===== src/rtl/riscv_pkg.sv =====
// Shared RISC-V definitions for the fetch slice.
// Holds the base opcode constants used to classify captured instructions and the
// fetch state machine encoding shared by the fetch unit.
package riscv_pkg;

  localparam logic [6:0] LUI    = 7'b0110111;
  localparam logic [6:0] JAL    = 7'b1101111;
  localparam logic [6:0] BRANCH = 7'b1100011;
  localparam logic [6:0] SW     = 7'b0100011;
  localparam logic [6:0] LW     = 7'b0000011;
  localparam logic [6:0] IMM    = 7'b0010011;
  localparam logic [6:0] JALR   = 7'b1100111;
  localparam logic [6:0] R_TYPE = 7'b0110011;
  // An all-zero opcode word stops the fetch unit.
  localparam logic [6:0] HALT   = 7'b0000000;

  typedef enum logic [2:0] {
    StIdle,
    StReq,
    StWait,
    StDone,
    StHalt,
    StErr
  } fetch_state_e;

endpackage


===== src/rtl/fetch_timeout_counter.sv =====
// Wait-cycle counter for the instruction fetch unit.
// Counts cycles spent waiting for read data and flags the cycle on which one
// more missing response would reach the timeout limit.
// Ports:
//   clk_i       clock, rising edge
//   rst_i       synchronous active-high reset
//   clr_i       clear count to zero
//   en_i        increment count
//   at_limit_o  count equals Limit-1 (this wait cycle is the last one allowed)
module fetch_timeout_counter #(
  parameter int unsigned Limit = 15
) (
  input  logic clk_i,
  input  logic rst_i,
  input  logic clr_i,
  input  logic en_i,
  output logic at_limit_o
);

  logic [3:0] cnt_q, cnt_d;

  always_comb begin
    cnt_d = cnt_q;
    if (clr_i) begin
      cnt_d = '0;
    end else if (en_i) begin
      cnt_d = cnt_q + 4'd1;
    end
  end

  always_ff @(posedge clk_i) begin
    if (rst_i) begin
      cnt_q <= '0;
    end else begin
      cnt_q <= cnt_d;
    end
  end

  assign at_limit_o = (cnt_q == 4'(Limit - 1));

endmodule


===== src/rtl/instr_fetch_unit.sv =====
// Instruction fetch unit.
// Fetches one 32-bit instruction per controller request through a single-strobe
// memory read, holds it in the instruction register with its address, and stops
// permanently (until reset) on a halt opcode, a misaligned PC or a read timeout.
// Ports:
//   clk, rst              clock and synchronous active-high reset
//   fetch_req             start a fetch at pc (sampled in idle only)
//   pc_write, pc_next     load pc from the datapath
//   mem_req, mem_addr     memory read strobe and address
//   mem_rvalid, mem_rdata memory read response
//   instr, OPCode, Func3, Func7, old_pc   captured instruction, fields, address
//   pc                    current program counter
//   fetch_done, busy      completion pulse and activity flag
//   halted, err           sticky halt flag and error code (1 misaligned, 2 timeout)
module instr_fetch_unit
  import riscv_pkg::*;
#(
  parameter logic [31:0] RESET_PC = 32'h0000_0000,
  parameter int unsigned TIMEOUT  = 15
) (
  input  logic        clk,
  input  logic        rst,
  input  logic        fetch_req,
  input  logic        pc_write,
  input  logic [31:0] pc_next,
  output logic        mem_req,
  output logic [31:0] mem_addr,
  input  logic        mem_rvalid,
  input  logic [31:0] mem_rdata,
  output logic [31:0] instr,
  output logic [6:0]  OPCode,
  output logic [2:0]  Func3,
  output logic [6:0]  Func7,
  output logic [31:0] pc,
  output logic [31:0] old_pc,
  output logic        fetch_done,
  output logic        busy,
  output logic        halted,
  output logic [1:0]  err
);

  fetch_state_e state_q, state_d;
  logic [31:0]  pc_q, pc_d;
  logic [31:0]  instr_q, instr_d;
  logic [31:0]  old_pc_q, old_pc_d;
  logic [31:0]  mem_addr_q, mem_addr_d;
  logic         halted_q, halted_d;
  logic [1:0]   err_q, err_d;

  logic cnt_clr;
  logic cnt_en;
  logic cnt_at_limit;

  fetch_timeout_counter #(
    .Limit(TIMEOUT)
  ) u_timeout (
    .clk_i      (clk),
    .rst_i      (rst),
    .clr_i      (cnt_clr),
    .en_i       (cnt_en),
    .at_limit_o (cnt_at_limit)
  );

  always_comb begin
    state_d    = state_q;
    pc_d       = pc_q;
    instr_d    = instr_q;
    old_pc_d   = old_pc_q;
    mem_addr_d = mem_addr_q;
    halted_d   = halted_q;
    err_d      = err_q;
    cnt_clr    = 1'b0;
    cnt_en     = 1'b0;

    // The PC is frozen once the unit has stopped.
    if (pc_write && (state_q != StHalt) && (state_q != StErr)) begin
      pc_d = pc_next;
    end

    case (state_q)
      StIdle: begin
        if (fetch_req) begin
          // Fetch address is the pre-write pc even if pc_write coincides.
          if (pc_q[1:0] == 2'b00) begin
            mem_addr_d = pc_q;
            state_d    = StReq;
          end else begin
            err_d   = 2'd1;
            state_d = StErr;
          end
        end
      end
      StReq: begin
        cnt_clr = 1'b1;
        state_d = StWait;
      end
      StWait: begin
        if (mem_rvalid) begin
          instr_d  = mem_rdata;
          old_pc_d = mem_addr_q;
          state_d  = StDone;
        end else if (cnt_at_limit) begin
          err_d   = 2'd2;
          state_d = StErr;
        end else begin
          cnt_en = 1'b1;
        end
      end
      StDone: begin
        if (instr_q[6:0] == HALT) begin
          halted_d = 1'b1;
          state_d  = StHalt;
        end else begin
          state_d = StIdle;
        end
      end
      StHalt, StErr: begin
        state_d = state_q;
      end
      default: begin
        state_d = StIdle;
      end
    endcase
  end

  always_ff @(posedge clk) begin
    if (rst) begin
      state_q    <= StIdle;
      pc_q       <= RESET_PC;
      instr_q    <= '0;
      old_pc_q   <= '0;
      mem_addr_q <= '0;
      halted_q   <= 1'b0;
      err_q      <= 2'd0;
    end else begin
      state_q    <= state_d;
      pc_q       <= pc_d;
      instr_q    <= instr_d;
      old_pc_q   <= old_pc_d;
      mem_addr_q <= mem_addr_d;
      halted_q   <= halted_d;
      err_q      <= err_d;
    end
  end

  // Strobes are masked by rst so nothing leaks out while reset is held.
  assign mem_req    = !rst && (state_q == StReq);
  assign fetch_done = !rst && (state_q == StDone);
  assign busy       = !rst && ((state_q == StReq) || (state_q == StWait) ||
                               (state_q == StDone));

  assign mem_addr = mem_addr_q;
  assign instr    = instr_q;
  assign OPCode   = instr_q[6:0];
  assign Func3    = instr_q[14:12];
  assign Func7    = instr_q[31:25];
  assign pc       = pc_q;
  assign old_pc   = old_pc_q;
  assign halted   = halted_q;
  assign err      = err_q;

endmodule


===== config.mk =====
export PLATFORM = sky130hd
export DESIGN_NAME = instr_fetch_unit
export DESIGN_NICKNAME = d
export VERILOG_FILES = /design/src/rtl/riscv_pkg.sv /design/src/rtl/fetch_timeout_counter.sv /design/src/rtl/instr_fetch_unit.sv
export SDC_FILE = /design/constraint.sdc
export NUM_CORES = 1
export LEC_CHECK = 0
export ABC_CLOCK_PERIOD_IN_PS = 2150
export CORE_ASPECT_RATIO = 1.75
export CORE_MARGIN = 10
export CORE_UTILIZATION = 50
export CTS_BUF_LIST = sky130_fd_sc_hd__clkbuf_8
export DETAILED_ROUTE_END_ITERATION = 10
export DONT_BUFFER_PORTS = 1
export PLACE_DENSITY = 0.79
export SYNTH_ARGS = -nofsm -noshare
export SYNTH_HDL_FRONTEND = slang
export SYNTH_HIERARCHICAL = 1
export SYNTH_SLANG_ARGS = --single-unit

===== constraint.sdc =====
create_clock -name clk -period 2.15 [get_ports clk]
set_input_delay 0 -clock clk [delete_from_list [all_inputs] [get_ports clk]]
set_output_delay 0 -clock clk [all_outputs]
set_load 0.05 [all_outputs]

# Word level (Yosys, flattened, before mapping)
# Cells that the tools add are included.
[word_totals]
reg_bits = 138
latch_bits = 0
ramBits = 0
mem_bits_ro = 0
in_bits = 69
out_inout_bits = 151
word_cells = 57
mem_count = 0
[op_classes]
addsub = 1
multipliers = 0
div = 0
order_cmp = 0
eq_ne = 13
n_shift = 0
mux = 15
bitwise = 1
n_reduce_logical = 19
[op_table]
columns = ["operator", "n"]
rows = [
  ["$mux 3", 5],
  ["$pmux 3 s5", 1],
  ["$ne 3x3->1 const B", 3],
  ["$mux 2", 4],
  ["$ne 2x2->1 const B", 4],
  ["$logic_not 7->1", 1],
  ["$eq 3x2->1 const B", 2],
  ["$eq 3x3->1 const B", 2],
  ["$reduce_and 3->1", 2],
  ["$logic_and 1x1->1", 5],
  ["$reduce_and 5->1", 1],
  ["$add 4x1->4 const B", 1],
  ["$eq 4x4->1 const B", 1],
  ["$mux 1", 4],
  ["$pmux 2 s2", 1],
  ["$reduce_and 2->1", 2],
  ["$reduce_or 2->1", 2],
  ["$eq 3x1->1 const B", 1],
  ["$logic_not 3->1", 1],
  ["$logic_not 2->1", 1],
  ["$logic_or 1x1->1", 2],
  ["$reduce_bool 2->1", 1],
  ["$logic_not 1->1", 1],
  ["$not 1->1", 1],
]

# Logic depth before layout (Yosys ltp)
[logic_depth]
ltp_word = 4
ltp_mapped = 6
mapped_depth_nobuf = 6

# Cells and area by module
# The synthesis kept the hierarchy.
[modules_own_cells]
columns = ["mod", "instances", "cells_per_inst", "area_per_inst_um2", "seq_area_each_um2"]
rows = [
  ["instr_fetch_unit", 1, 635, 5205.0, 2682.6],
  ["fetch_timeout_counter", 1, 20, 197.7, 80.1],
]

# Worst setup path before layout
# No wires, ideal clock.
[synth_timing]
kind = "reg2reg"
from = "reg u_timeout.cnt_q[0]"
to = "reg u_timeout.cnt_q[3]"
setup_ns = 0.123
arrival_ns = 1.886
t_required_ns = 2.027
setup_slack_ns = 0.140
stages_incl_launch_ff = 7
path_buffers = 0
synth_period_minus_slack_ns = 2.010
cell_sequence = "dfxtp_1 > inv_1 > ha_1 > and3_1 > nor4_1 > nand4_1 > mux2_1"
[synth_via]
elab_chain_len = 4
word_cells_on_any_way = 5
cone_classes = "add/sub (1); eq/ne (1); mux (3)"
[synth_rtl]
columns = ["item", "line_no", "source"]
rows = [
  ["start, declared", "fetch_timeout_counter.sv:20", "logic [3:0] cnt_q, cnt_d;"],
  ["start signal, assigned", "fetch_timeout_counter.sv:35", "cnt_q <= cnt_d;"],
  ["$eq 4x4->1", "fetch_timeout_counter.sv:39", "assign at_limit_o = (cnt_q == 4'(Limit - 1));"],
  ["via cnt_at_limit", "instr_fetch_unit.sv:52", "logic cnt_at_limit;"],
  ["$mux 1", "instr_fetch_unit.sv:102", "end else if (cnt_at_limit) begin"],
  ["$mux 1", "instr_fetch_unit.sv:98", "if (mem_rvalid) begin"],
  ["$mux 1", "instr_fetch_unit.sv:80", "case (state_q)"],
  ["via cnt_en", "instr_fetch_unit.sv:51", "logic cnt_en;"],
]
# The timed path passes the listed nets, and every way through them passes these cells.
# A chain may end at the register's enable or synchronous reset.

# Worst setup path after layout
[layout_timing]
from = "reg state_q[1]"
to = "reg pc_q[0], in the netlist pc[0]"
[layout_via]
elab_chain_len = 3
word_cells_on_any_way = 4
cone_classes = "eq/ne (2); reduce/logical (2)"
[layout_rtl]
columns = ["item", "line_no", "source"]
rows = [
  ["start, declared", "instr_fetch_unit.sv:42", "fetch_state_e state_q, state_d;"],
  ["start signal, assigned", "instr_fetch_unit.sv:128", "state_q <= StIdle;"],
  ["start signal, assigned", "instr_fetch_unit.sv:136", "state_q <= state_d;"],
  ["$ne 3x3->1", "instr_fetch_unit.sv:76", "if (pc_write && (state_q != StHalt) && (state_q != StErr)) begin"],
  ["$logic_and 1x1->1", "instr_fetch_unit.sv:76", ""],
  ["$logic_and 1x1->1 (*)", "instr_fetch_unit.sv:76", ""],
  ["end signal, assigned", "instr_fetch_unit.sv:137", "pc_q <= pc_d;"],
  ["end, declared", "instr_fetch_unit.sv:43", "logic [31:0] pc_q, pc_d;"],
]
# Mark *: on every way between the ends. The rest lies on a longest branch, timed or not.

==> flow_summary.ini <==
[placement]
place_hpwl_um = 11490
portBuffers = 0
place_area_mm2 = 0.005479
place_congestion = 0.7984
dp_cells = 743

[grt]
grt_pass1_vias = 5260
track_usage = 0.2207
grt_overflow = 0
grt_start_max_net_pins = 118
antenna_found_initial = 0
grt_pass1_wl_um = 27780

[floorplanning]
io_pins = 220
core_mm2 = 0.01064
initial_utilization = 0.5080
die_x_um = 98.58
die-height_um = 157.5
dieArea_mm2 = 0.01553
rows = 50

[routing]
ant_nets = 0
met3_length_um = 1914
wl_met1_um = 6152
wirelength_um = 18030
vias = 5143
top_layer_used = met4
drtIter0Drc = 395
wl_per_cell_um = 21.19
route.met2.wl_um = 9373
firstDrtPassIters = 6
drc = 0
routed_via_density = 6.043

[timing]
hold_ws_ns = 0.06275
tns_ns = 0
slew_viol_final = 0
finalSetupViolations = 0
rsz0062_at_grt = false
period_share = 0.9487
clock.fmax_mhz = 490.3
hold_viol_final = 0
tightest_slew_ns = 1.065
min_period_ns = 2.040
fin_skew_ns = 0.009869
slew_headroom = 0.2879

[worst_setup_path]
crit_path_end_kind = flop
crit_path_max_fanout = 17
start_kind = flop
critPathArrivalTime_ns = 2.37
criticalPathCategory = flop to flop
worstPathRequired_ns = 2.48

[synth]
synth-main-ff-cell = dfxtp_1
synth_edf_count = 0
synth-seq-cells = 138
ys_warn_count = 6
ys_seq_area_frac = 0.5113
synthArstFlopShare = 0
synth_nets = 726
netlist.area_leader.share = 0.5113
syn_inst = 655
synth_top_cell_by_area = dfxtp_1
netlist_top_cells_area = dfxtp_1, a21oi_1, nand2_1
synth.distinct_cells = 41
synth_area_mm2 = 0.005403
syn_area_per_cell_um2 = 8.248

[clocking]
cts.clk_slew.worst_paths_ns = 0.09
insertion_delay_ns = 0.44
htreeDepth = 4
cts_buffers = 17
cts_tree = done
cts_sinks = 138
clockBufferDepth = 2
cts-root-buf = clkbuf_8

[cells_and_area]
layout.nets = 779
num-fill-cells = 834
final_cells = 851
fin_area_mm2 = 0.006710
layout_commonest_cell = dfxtp_1
drive_above_1_share = 0.1179
area_growth_syn_to_layout_pct = 24.20
antenna_cells = 0
mostFrequentLayoutCells = dfxtp_1, a21oi_1, nand2_1

[status]
status = finished clean

[hold_path]
holdCritPathClass = input pin to flop

[power]
power_leakage_nw = 2.344
ir_worst_vdd_mv = 0.5651
powerDensity_mw_per_mm2 = 978.8

[run]
drv_cap = 0
## report_power, final
part           switching [mW]  internal (mW)
Sequential              0.476           2.68
Combinational           0.691          0.358
Clock                    1.07           1.29
Total                    2.24           4.33
## logic make-up (layout without fill, tap and decap cells)
family	Yosys count	count (layout)	synth area share
xor gates and xnor gates	1	1	0.001621
DFF	138	138	0.5113
AOI/OAI and AO/OA	237	237	0.2392
and+or+nand+nor	195	195	0.1630
buffers and inverters	81	147	0.07804
muxes	1	1	0.002084
adders and majority gates	2	2	0.004631
## repair_timing
item	4_1_cts	5_1_grt
buffers inserted	0	2
hold buffers	74	0
gates resized for setup	0	5
endpoints found under the hold margin	138	0
endpoints found under the setup margin	0	18
## area by class of cell
class | count | area [µm²] | area share
Timing Repair Buffer | 112 | 1051 | 0.1566
Clock buffer | 17 | 234.0 | 0.03487
Clock inverter | 15 | 211.5 | 0.03151
Inverter | 3 | 11.26 | 0.001678
Multi-Input combinational cell | 436 | 2271 | 0.3384
Tap cell | 130 | 162.7 | 0.02424
Sequential cell | 138 | 2769 | 0.4126
## state kept, by name (all words and copies together) (netlist names)
register and flops:
old_pc 32, pc 32, err 2, halted 1, mem_addr 32, u_timeout/cnt_q 4, state_q 3, instr 32
## synth_stat cells (all sizes together) (2+ instances only)
cell    count
ha          2
nand2b      4
buf        49
dfxtp     138
nor2        8
nand3      30
inv         2
or2         3
a211oi      2
nand3b      2
clkbuf     29
nor3        3
o211ai     33
nor3b       4
nor4b       2
nand2     129
nor4        2
o21ai      65
a21oi     131
## path summary, 6_finish.rpt
check / from / cells after the start / end / slack, ns
worst max-delay path: state_q[1] / 6 / pc[0] / 0.11
worst min-delay path: fetch_req / 4 / mem_addr[16] / 0.06
worst max register to register: state_q[1] / 6 / pc[0] / 0.11
worst min register to register: instr[28] / 2 / instr[28] / 0.46
## critical path, cell delays in order, from the launching register on
cell           delay (ns)
dfxtp_4              0.45
buf_4                0.23
and2b_1              0.21
buf_4                0.20
o21ai_0              0.18
a21oi_1              0.10
dlygate4sd3_1        0.56
## through the flow
stage	total power, mW	util	setup slack (ns)
2_1_floorplan	3.866	-	0.1405
3_3_place_gp	4.030	0.5152	0.4771
3_5_place_dp	4.063	0.5152	0.3836
4_1_cts	6.565	0.6284	0.01947
5_1_grt	6.821	0.6309	0.003525
6_report	6.568	0.6309	0.1104
## metal layers
| layer | up-vias | track usage |
|---|---|---|
| met5 | - | 0 |
| met4 | 0 | 0.1145 |
| met3 | 56 | 0.1018 |
| met2 | 316 | 0.3858 |
| met1 | 2409 | 0.2108 |
| li1 | 2362 | - |
(Power assumes the default switching activity.)
